[config.mk]
export PLATFORM = sky130hd
export DESIGN_NAME = mul_acc_fp_lanes
export DESIGN_NICKNAME = d
export VERILOG_FILES = /design/src/rtl/mul_acc_fp_lanes.sv
export SDC_FILE = /design/constraint.sdc
export NUM_CORES = 1
export LEC_CHECK = 0
export ABC_CLOCK_PERIOD_IN_PS = 10600
export CORE_MARGIN = 10
export CORE_UTILIZATION = 35
export DETAILED_ROUTE_END_ITERATION = 10
export SLEW_MARGIN = 20
export SYNTH_ARGS = -nofsm -noshare
export SYNTH_HDL_FRONTEND = slang
export SYNTH_SLANG_ARGS = --single-unit
[constraint.sdc]
create_clock -name i_clk -period 10.6 [get_ports i_clk]
set_input_delay 2.12 -clock i_clk [delete_from_list [all_inputs] [get_ports i_clk]]
set_output_delay 2.12 -clock i_clk [all_outputs]
set_load 0.01 [all_outputs]
[src/rtl/mul_acc_fp_lanes.sv]
// Multi-lane minifloat multiply-accumulate: exact lane products, adder tree and
// optional block accumulation behind a three-stage valid/ready pipeline.
module mul_acc_fp_lanes #(
  parameter int EXP_WIDTH = 4,
  parameter int MAN_WIDTH = 3,
  parameter int BIT_WIDTH = 1 + EXP_WIDTH + MAN_WIDTH,
  parameter int LANES     = 4,
  parameter int BLOCK_LEN = 8,
  parameter int PRD_WIDTH = 2 * ((1 << EXP_WIDTH) + MAN_WIDTH),
  parameter int ACC_WIDTH = PRD_WIDTH + $clog2(LANES) + $clog2(BLOCK_LEN) + 1,
  parameter int CNT_WIDTH = $clog2(BLOCK_LEN + 1)
) (
  input  logic                       i_clk,
  input  logic                       i_rst_n,
  input  logic                       i_valid,
  output logic                       o_ready,
  input  logic [LANES*BIT_WIDTH-1:0] i_op0,
  input  logic [LANES*BIT_WIDTH-1:0] i_op1,
  input  logic                       i_mode,
  input  logic                       i_last,
  output logic                       o_valid,
  input  logic                       i_ready,
  output logic [ACC_WIDTH-1:0]       o_acc,
  output logic [CNT_WIDTH-1:0]       o_beats
);

  localparam int SM_W  = (EXP_WIDTH == 0) ? BIT_WIDTH : MAN_WIDTH + 2;
  localparam int MP_W  = 2 * SM_W;
  localparam int SH_W  = (EXP_WIDTH == 0) ? 1 : EXP_WIDTH + 1;
  localparam int SUM_W = PRD_WIDTH + $clog2(LANES);

  logic                    w_stall;
  logic                    w_accept;
  logic                    w_first;
  logic                    w_mode;
  logic                    w_close;
  logic [CNT_WIDTH-1:0]    w_cnt;
  logic signed [SM_W-1:0]  w_sm0 [LANES];
  logic signed [SM_W-1:0]  w_sm1 [LANES];
  logic [SH_W-1:0]         w_sh [LANES];
  logic signed [MP_W-1:0]  w_mprd [LANES];
  logic signed [PRD_WIDTH-1:0] w_leaf [LANES];
  logic signed [SUM_W-1:0] w_node [2*LANES-1];
  logic [ACC_WIDTH-1:0]    w_acc_next;

  logic                    r_blk_open;
  logic                    r_blk_mode;
  logic [CNT_WIDTH-1:0]    r_blk_cnt;

  logic                    r_s1_valid;
  logic                    r_s1_first;
  logic                    r_s1_last;
  logic [CNT_WIDTH-1:0]    r_s1_cnt;
  logic signed [MP_W-1:0]  r_s1_mprd [LANES];
  logic [SH_W-1:0]         r_s1_sh [LANES];

  logic                    r_s2_valid;
  logic                    r_s2_first;
  logic                    r_s2_last;
  logic [CNT_WIDTH-1:0]    r_s2_cnt;
  logic signed [SUM_W-1:0] r_s2_sum;

  logic [ACC_WIDTH-1:0]    r_acc;
  logic                    r_out_valid;
  logic [ACC_WIDTH-1:0]    r_out_acc;
  logic [CNT_WIDTH-1:0]    r_out_beats;

  assign w_stall  = r_out_valid && !i_ready;
  assign w_accept = i_valid && !w_stall;
  assign o_ready  = !w_stall;
  assign o_valid  = r_out_valid;
  assign o_acc    = r_out_acc;
  assign o_beats  = r_out_beats;

  // Block framing is resolved at the input so every beat carries its own tags.
  assign w_first = !r_blk_open;
  assign w_mode  = r_blk_open ? r_blk_mode : i_mode;
  assign w_cnt   = r_blk_open ? r_blk_cnt + CNT_WIDTH'(1) : CNT_WIDTH'(1);
  assign w_close = !w_mode || i_last || (w_cnt == CNT_WIDTH'(BLOCK_LEN));

  for (genvar gi = 0; gi < LANES; gi++) begin : g_lane
    logic [BIT_WIDTH-1:0] w_a;
    logic [BIT_WIDTH-1:0] w_b;
    assign w_a = i_op0[gi*BIT_WIDTH +: BIT_WIDTH];
    assign w_b = i_op1[gi*BIT_WIDTH +: BIT_WIDTH];

    if (EXP_WIDTH > 0) begin : g_fp
      logic [EXP_WIDTH-1:0] w_ea;
      logic [EXP_WIDTH-1:0] w_eb;
      logic                 w_na;
      logic                 w_nb;
      logic [MAN_WIDTH:0]   w_ma;
      logic [MAN_WIDTH:0]   w_mb;
      assign w_ea = w_a[BIT_WIDTH-2 -: EXP_WIDTH];
      assign w_eb = w_b[BIT_WIDTH-2 -: EXP_WIDTH];
      assign w_na = |w_ea;
      assign w_nb = |w_eb;
      assign w_ma = {w_na, w_a[MAN_WIDTH-1:0]};
      assign w_mb = {w_nb, w_b[MAN_WIDTH-1:0]};
      assign w_sm0[gi] = w_a[BIT_WIDTH-1] ? -SM_W'(w_ma) : SM_W'(w_ma);
      assign w_sm1[gi] = w_b[BIT_WIDTH-1] ? -SM_W'(w_mb) : SM_W'(w_mb);
      // Subnormals (e=0) and the smallest normals both land on shift 0.
      assign w_sh[gi] = SH_W'(w_ea - EXP_WIDTH'(w_na)) + SH_W'(w_eb - EXP_WIDTH'(w_nb));
    end else begin : g_int
      assign w_sm0[gi] = w_a;
      assign w_sm1[gi] = w_b;
      assign w_sh[gi]  = '0;
    end

    assign w_mprd[gi] = MP_W'(w_sm0[gi]) * MP_W'(w_sm1[gi]);
    assign w_leaf[gi] = PRD_WIDTH'(r_s1_mprd[gi]) <<< r_s1_sh[gi];
  end

  // Heap-ordered adder tree: leaves at LANES-1.., node k sums children 2k+1, 2k+2.
  always_comb begin
    for (int k = 0; k < 2*LANES-1; k++) begin
      w_node[k] = '0;
    end
    for (int k = 0; k < LANES; k++) begin
      w_node[LANES-1+k] = SUM_W'(w_leaf[k]);
    end
    for (int k = LANES-2; k >= 0; k--) begin
      w_node[k] = w_node[2*k+1] + w_node[2*k+2];
    end
  end

  assign w_acc_next = r_s2_first ? ACC_WIDTH'(r_s2_sum) : r_acc + ACC_WIDTH'(r_s2_sum);

  always_ff @(posedge i_clk) begin
    if (w_accept) begin
      for (int k = 0; k < LANES; k++) begin
        r_s1_mprd[k] <= w_mprd[k];
        r_s1_sh[k]   <= w_sh[k];
      end
    end
  end

  always_ff @(posedge i_clk or negedge i_rst_n) begin
    if (!i_rst_n) begin
      r_blk_open  <= 1'b0;
      r_blk_mode  <= 1'b0;
      r_blk_cnt   <= '0;
      r_s1_valid  <= 1'b0;
      r_s1_first  <= 1'b0;
      r_s1_last   <= 1'b0;
      r_s1_cnt    <= '0;
      r_s2_valid  <= 1'b0;
      r_s2_first  <= 1'b0;
      r_s2_last   <= 1'b0;
      r_s2_cnt    <= '0;
      r_s2_sum    <= '0;
      r_acc       <= '0;
      r_out_valid <= 1'b0;
      r_out_acc   <= '0;
      r_out_beats <= '0;
    end else if (!w_stall) begin
      r_s1_valid <= w_accept;
      if (w_accept) begin
        r_s1_first <= w_first;
        r_s1_last  <= w_close;
        r_s1_cnt   <= w_cnt;
        r_blk_open <= !w_close;
        r_blk_mode <= w_mode;
        r_blk_cnt  <= w_cnt;
      end

      r_s2_valid <= r_s1_valid;
      if (r_s1_valid) begin
        r_s2_first <= r_s1_first;
        r_s2_last  <= r_s1_last;
        r_s2_cnt   <= r_s1_cnt;
        r_s2_sum   <= w_node[0];
      end

      // Not stalled means any held result is being taken this cycle.
      r_out_valid <= r_s2_valid && r_s2_last;
      if (r_s2_valid) begin
        r_acc <= w_acc_next;
        if (r_s2_last) begin
          r_out_acc   <= w_acc_next;
          r_out_beats <= r_s2_cnt;
        end
      end
    end
  end

endmodule

Word level (Yosys, flattened, before mapping):

Memory sizes are Yosys's and may differ from the RTL's.
Index checks and enable logic that the tools add are counted.

* add/subtract/negate cells: 25
* multipliers: 4
* equality and inequality tests: 1
* shift operators: 4
* mux-type cells: 13
* bitwise gates (word level): 1
* reductions and logical operators: 22

Operator list (number)
* 10-bit by 5-bit <<< shifter with 38-bit output: 4
* 38-bit by 38-bit adder with 39-bit output: 2
* 44-bit adder: 1
* 44-bit two-way mux: 1
* 39-bit by 39-bit adder with 40-bit output: 1
* 5-bit by 5-bit multiplier with 10-bit output: 4
* 5-bit two-way mux: 8
* 4-bit negator with 5-bit output: 8
* 4-bit by 1-bit subtractor with 5-bit output: 8
* 4-bit OR reduction: 8
* 5-bit adder: 4
* 2-bit AND reduction: 3
* 1-bit logical NOT: 5
* 4-bit by 1-bit adder with 4-bit output, second input constant: 1
* 4-bit equality test, second input constant: 1
* 4-bit two-way mux: 1
* 1-bit logical AND: 3
* 1-bit two-way mux: 3
* 3-bit AND reduction: 1
* 1-bit logical OR: 2
* 1-bit inverter: 1

* bits in registers: 149
* bits in writable memories: 60
* input bits: 70
* output and inout bits: 50
* memories: 2

Memories
* r_s1_mprd: words 4, width 10, read ports 4, clocked after Yosys merged registers in 0, wr ports 4, RTL line 54 `logic signed [MP_W-1:0] r_s1_mprd [LANES];`
* r_s1_sh: words 4, width 5, read ports 4, clocked after Yosys merged registers in 0, wr ports 4, RTL line 55 `logic [SH_W-1:0] r_s1_sh [LANES];`

Logic depth before layout (Yosys ltp):

* depth in word-level cells: 6
* depth in mapped cells: 25

Least setup slack after synthesis:

OpenSTA, ideal clock, no wires.

* path type: input to register
* start: in i_op1[19]
* end: mem r_s1_mprd[2][9] (netlist bit), data pin
* library setup time: 260 ps
* arrival time: 5793 ps
* data required time: 10340 ps
* setup slack: 4547 ps
* cell stages on the path: 13
* buffers on the path: 0
* cells stage by stage: nor4_1 -> xnor2_1 -> or2_2 -> fa_1 -> fa_1 -> fa_1 -> fa_1 -> inv_1 -> a21oi_1 -> o21bai_1 -> a21o_1 -> a21oi_1 -> xnor2_1

RTL lines
* start: declaration: RTL line 18 `input logic [LANES*BIT_WIDTH-1:0] i_op1,`
* end: declaration: RTL line 54

==> run metrics <==
number of CTS-inserted buffers=25; Top-Level Pins=between 100 and 150; ys async rst share=0.713; RePlAce Congestion=0.974; antenna violations before repair=0; clock slew at reported path FFs=0.06 ns; num rows=93; status=finished, final reports clean; Seq cells post-synth=209; Core Footprint=64200 um2; max cap viols=0; Global Route Usage Sum=0.146; final core occ=0.395; slowest library cell on the worst path=nor4_1; syn nets=a little over 3000; final hold vios=0; port bufs=119; DRT Wirelength=55.4 mm; largest net degree at the start of global routing=108; WS Path Type=in -> reg; Arr. time, crit path=~6.6 ns; Slew HR=0.273; setup total negative slack=0 ns; fin. max-slew vios=0; CP top delay family=adder cells; post-synthesis sequential area ratio=0.245; top area cells in the synthesized netlist=dfrtp_1 16%, fa_1 14%, ha_1 9.7%, edfxtp_1 8.0%, inv_1 5.8%; Die Area=75200 um2; clock root cell=clkbuf_16; Gate Count Post-Synth=approximately 2700; nature of the critical path endpoint=register; warnings from Yosys=0; share of the synthesized area in the top cell type=0.165; CP Buf/Inv Count=2; H-tree depth=1; Data required, critical path=10.91 ns; fin crit share=0.590; f_max=0.160 GHz; antenna-violating nets left=0; Hold Crit Class=reg -> reg; RSZ-0062 raised after global routing=no; Setup Buffers After CTS=0; worst-skew pair later-pin latency=0.56 ns; number of global-route vias before repair=17500; 1st-pass router iterations=5; Worst Skew=between 0.01 and 0.015 ns; post-DP HPWL=approximately 45 mm; post-CTS sizing=0; element type at the critical path start=input port; Max Buffers Root-to-Sink=3; Die H=274 um; Die Wd=274 um; area leader, netlist=dfrtp_1; count leader, synth=inv_1; CP dominant cell by count=fa_1; CP cell instances=clkdlybuf4s50_1, nor4_1, xnor2_1, or2_2, fa_1, fa_1, fa_1, fa_1, inv_1, a21oi_1, o21bai_1, a21o_1, a21oi_1, xnor2_1; number of synthesized flops with an enable pin=60; crit-path max FO=5; Hold Buf Count CTS=0; CTS tree=built; Nets=3123; Area growth syn-to-layout=12.3%; DRC Markers=0; count of cell types in the netlist=74; final worst path period need=6.26 ns; CTS sink count=approximately 210; most instantiated cells after synthesis=352 x inv_1, 284 x nand2_1, 225 x a21oi_1; GR Overflow Total=0; vias post-DR=17800; count of final setup violators=0; drt via density=~4.9; Initial Utilization=0.352; layout cells sized above 1=0.0494; initial drt markers=about 900; post-synthesis cell area=22600 um2; ANT cells=0; Worst-Margin Slew=1.09 ns; Synth Flop Type=dfrtp_1; Avg Cell Area, Syn=8.47 um2; slowest cell delay on critical path=~0.65 ns; routed len/inst=15.4 um; first-pass GRT wire length=90.7 mm
per-stage QoR:
| stage | area [um2] | instances | hold slack, ns | setup slack (ns) |
|---|---|---|---|---|
| 2_1_floorplan | 22600 | 2668 | 0.433 | 4.55 |
| 3_3_place_gp | 24600 | 3544 | 0.445 | 3.87 |
| 3_5_place_dp | 24600 | 3544 | 0.451 | 3.74 |
| 4_1_cts | 25400 | 3590 | 0.466 | 4.34 |
| 5_1_grt | 25400 | 3590 | 0.492 | 4.09 |
| 6_report | 25400 | 3590 | 0.468 | 4.34 |
metal layers:
| layer | GRT usage | vias to the layer above | part of all wire |
|---|---|---|---|
| met5 | 0 | - | 0 |
| met4 | 0.0435 | 0 | 0.032 |
| met3 | 0.0179 | 72 | 0.046 |
| met2 | 0.241 | 336 | 0.46 |
| met1 | 0.196 | 8299 | 0.46 |
| li1 | - | 9045 | - |
kinds of logic (layout without fill, tap and decap cells):
group                    Yosys count  after routing  synth area share
AND/OR/NAND/NOR                  737            737             0.148
AO/OA/AOI/OAI                    648            648             0.175
buffers and inverters            467            534            0.0777
adder cells (fa/ha/maj)          337            337             0.240
flip-flops                       209            209             0.245
XOR/XNOR                         136            136            0.0527
multiplexers                     134            134            0.0618
cell type report:
type	instances	area, um2
Fill cell	6592	38800
Inverter	356	1340
Multi-Input combinational cell	1992	15300
Clock inverter	14	165
Clock buffer	32	662
Timing Repair Buffer	132	1290
Tap cell	855	1070
Sequential cell	209	5530
state kept, by name, summed over array words and instances (netlist names):
register and cells:
o_acc 44, o_beats 4, o_valid 1, r_acc 44
r_blk_mode 1, r_blk_open 1, r_s1_cnt 4, r_s1_first 1
r_s1_last 1, r_s1_mprd 40, r_s1_sh 20, r_s1_valid 1
r_s2_cnt 4, r_s2_first 1, r_s2_last 1, r_s2_sum 40
r_s2_valid 1
cell usage in the layout (no fill, tap or decap), types with 7 or more instances in the layout:
master,Yosys,layout
a211oi_1,16,16
a21o_1,72,72
a21oi_1,225,225
a31oi_1,14,14
and2_1,23,23
and3_1,32,32
buf_4,0,13
clkbuf_16,0,25
clkdlybuf4s50_1,0,118
dfrtp_1,149,148
edfxtp_1,60,60
fa_1,161,161
ha_1,176,176
inv_1,352,351
mux2_2,44,44
mux2i_1,90,90
nand2_1,284,281
nand2b_1,24,24
nand3_1,26,26
nand3b_1,9,9
nand4_1,11,11
nor2_1,211,211
nor2b_1,50,50
nor3_1,28,28
nor4_1,9,9
o21a_1,19,19
o21ai_0,191,191
o21ai_1,7,7
o21bai_1,15,15
o31ai_1,23,23
or2_2,14,14
xnor2_1,95,95
xor2_1,41,41
final timing paths:
path | start | endpoint | slack [ns] | cells after the start
worst max-delay path | i_op1[19] | r_s1_mprd[2][9] | 4.34 | 14
worst max register to register | r_s1_sh[3][0] | r_s2_sum[38] | 4.72 | 22
worst min-delay path | r_s2_cnt[3] | o_beats[3] | 0.47 | 2
worst min register to register | r_s2_cnt[3] | o_beats[3] | 0.47 | 2
min in group asynchronous | i_rst_n | o_acc[6] | 1.66 | 1
max in group asynchronous | i_rst_n | r_s2_first | 7.76 | 2
worst min-delay path, delay by kind of cell (launching register included):
family	cells	cell delay (ns)
flip-flops	1	0.34
AND/OR/NAND/NOR	2	0.10
Power is left out: the tool's default activity adds up to more than one toggle a clock period on the data nets, which glitch-free logic cannot reach.
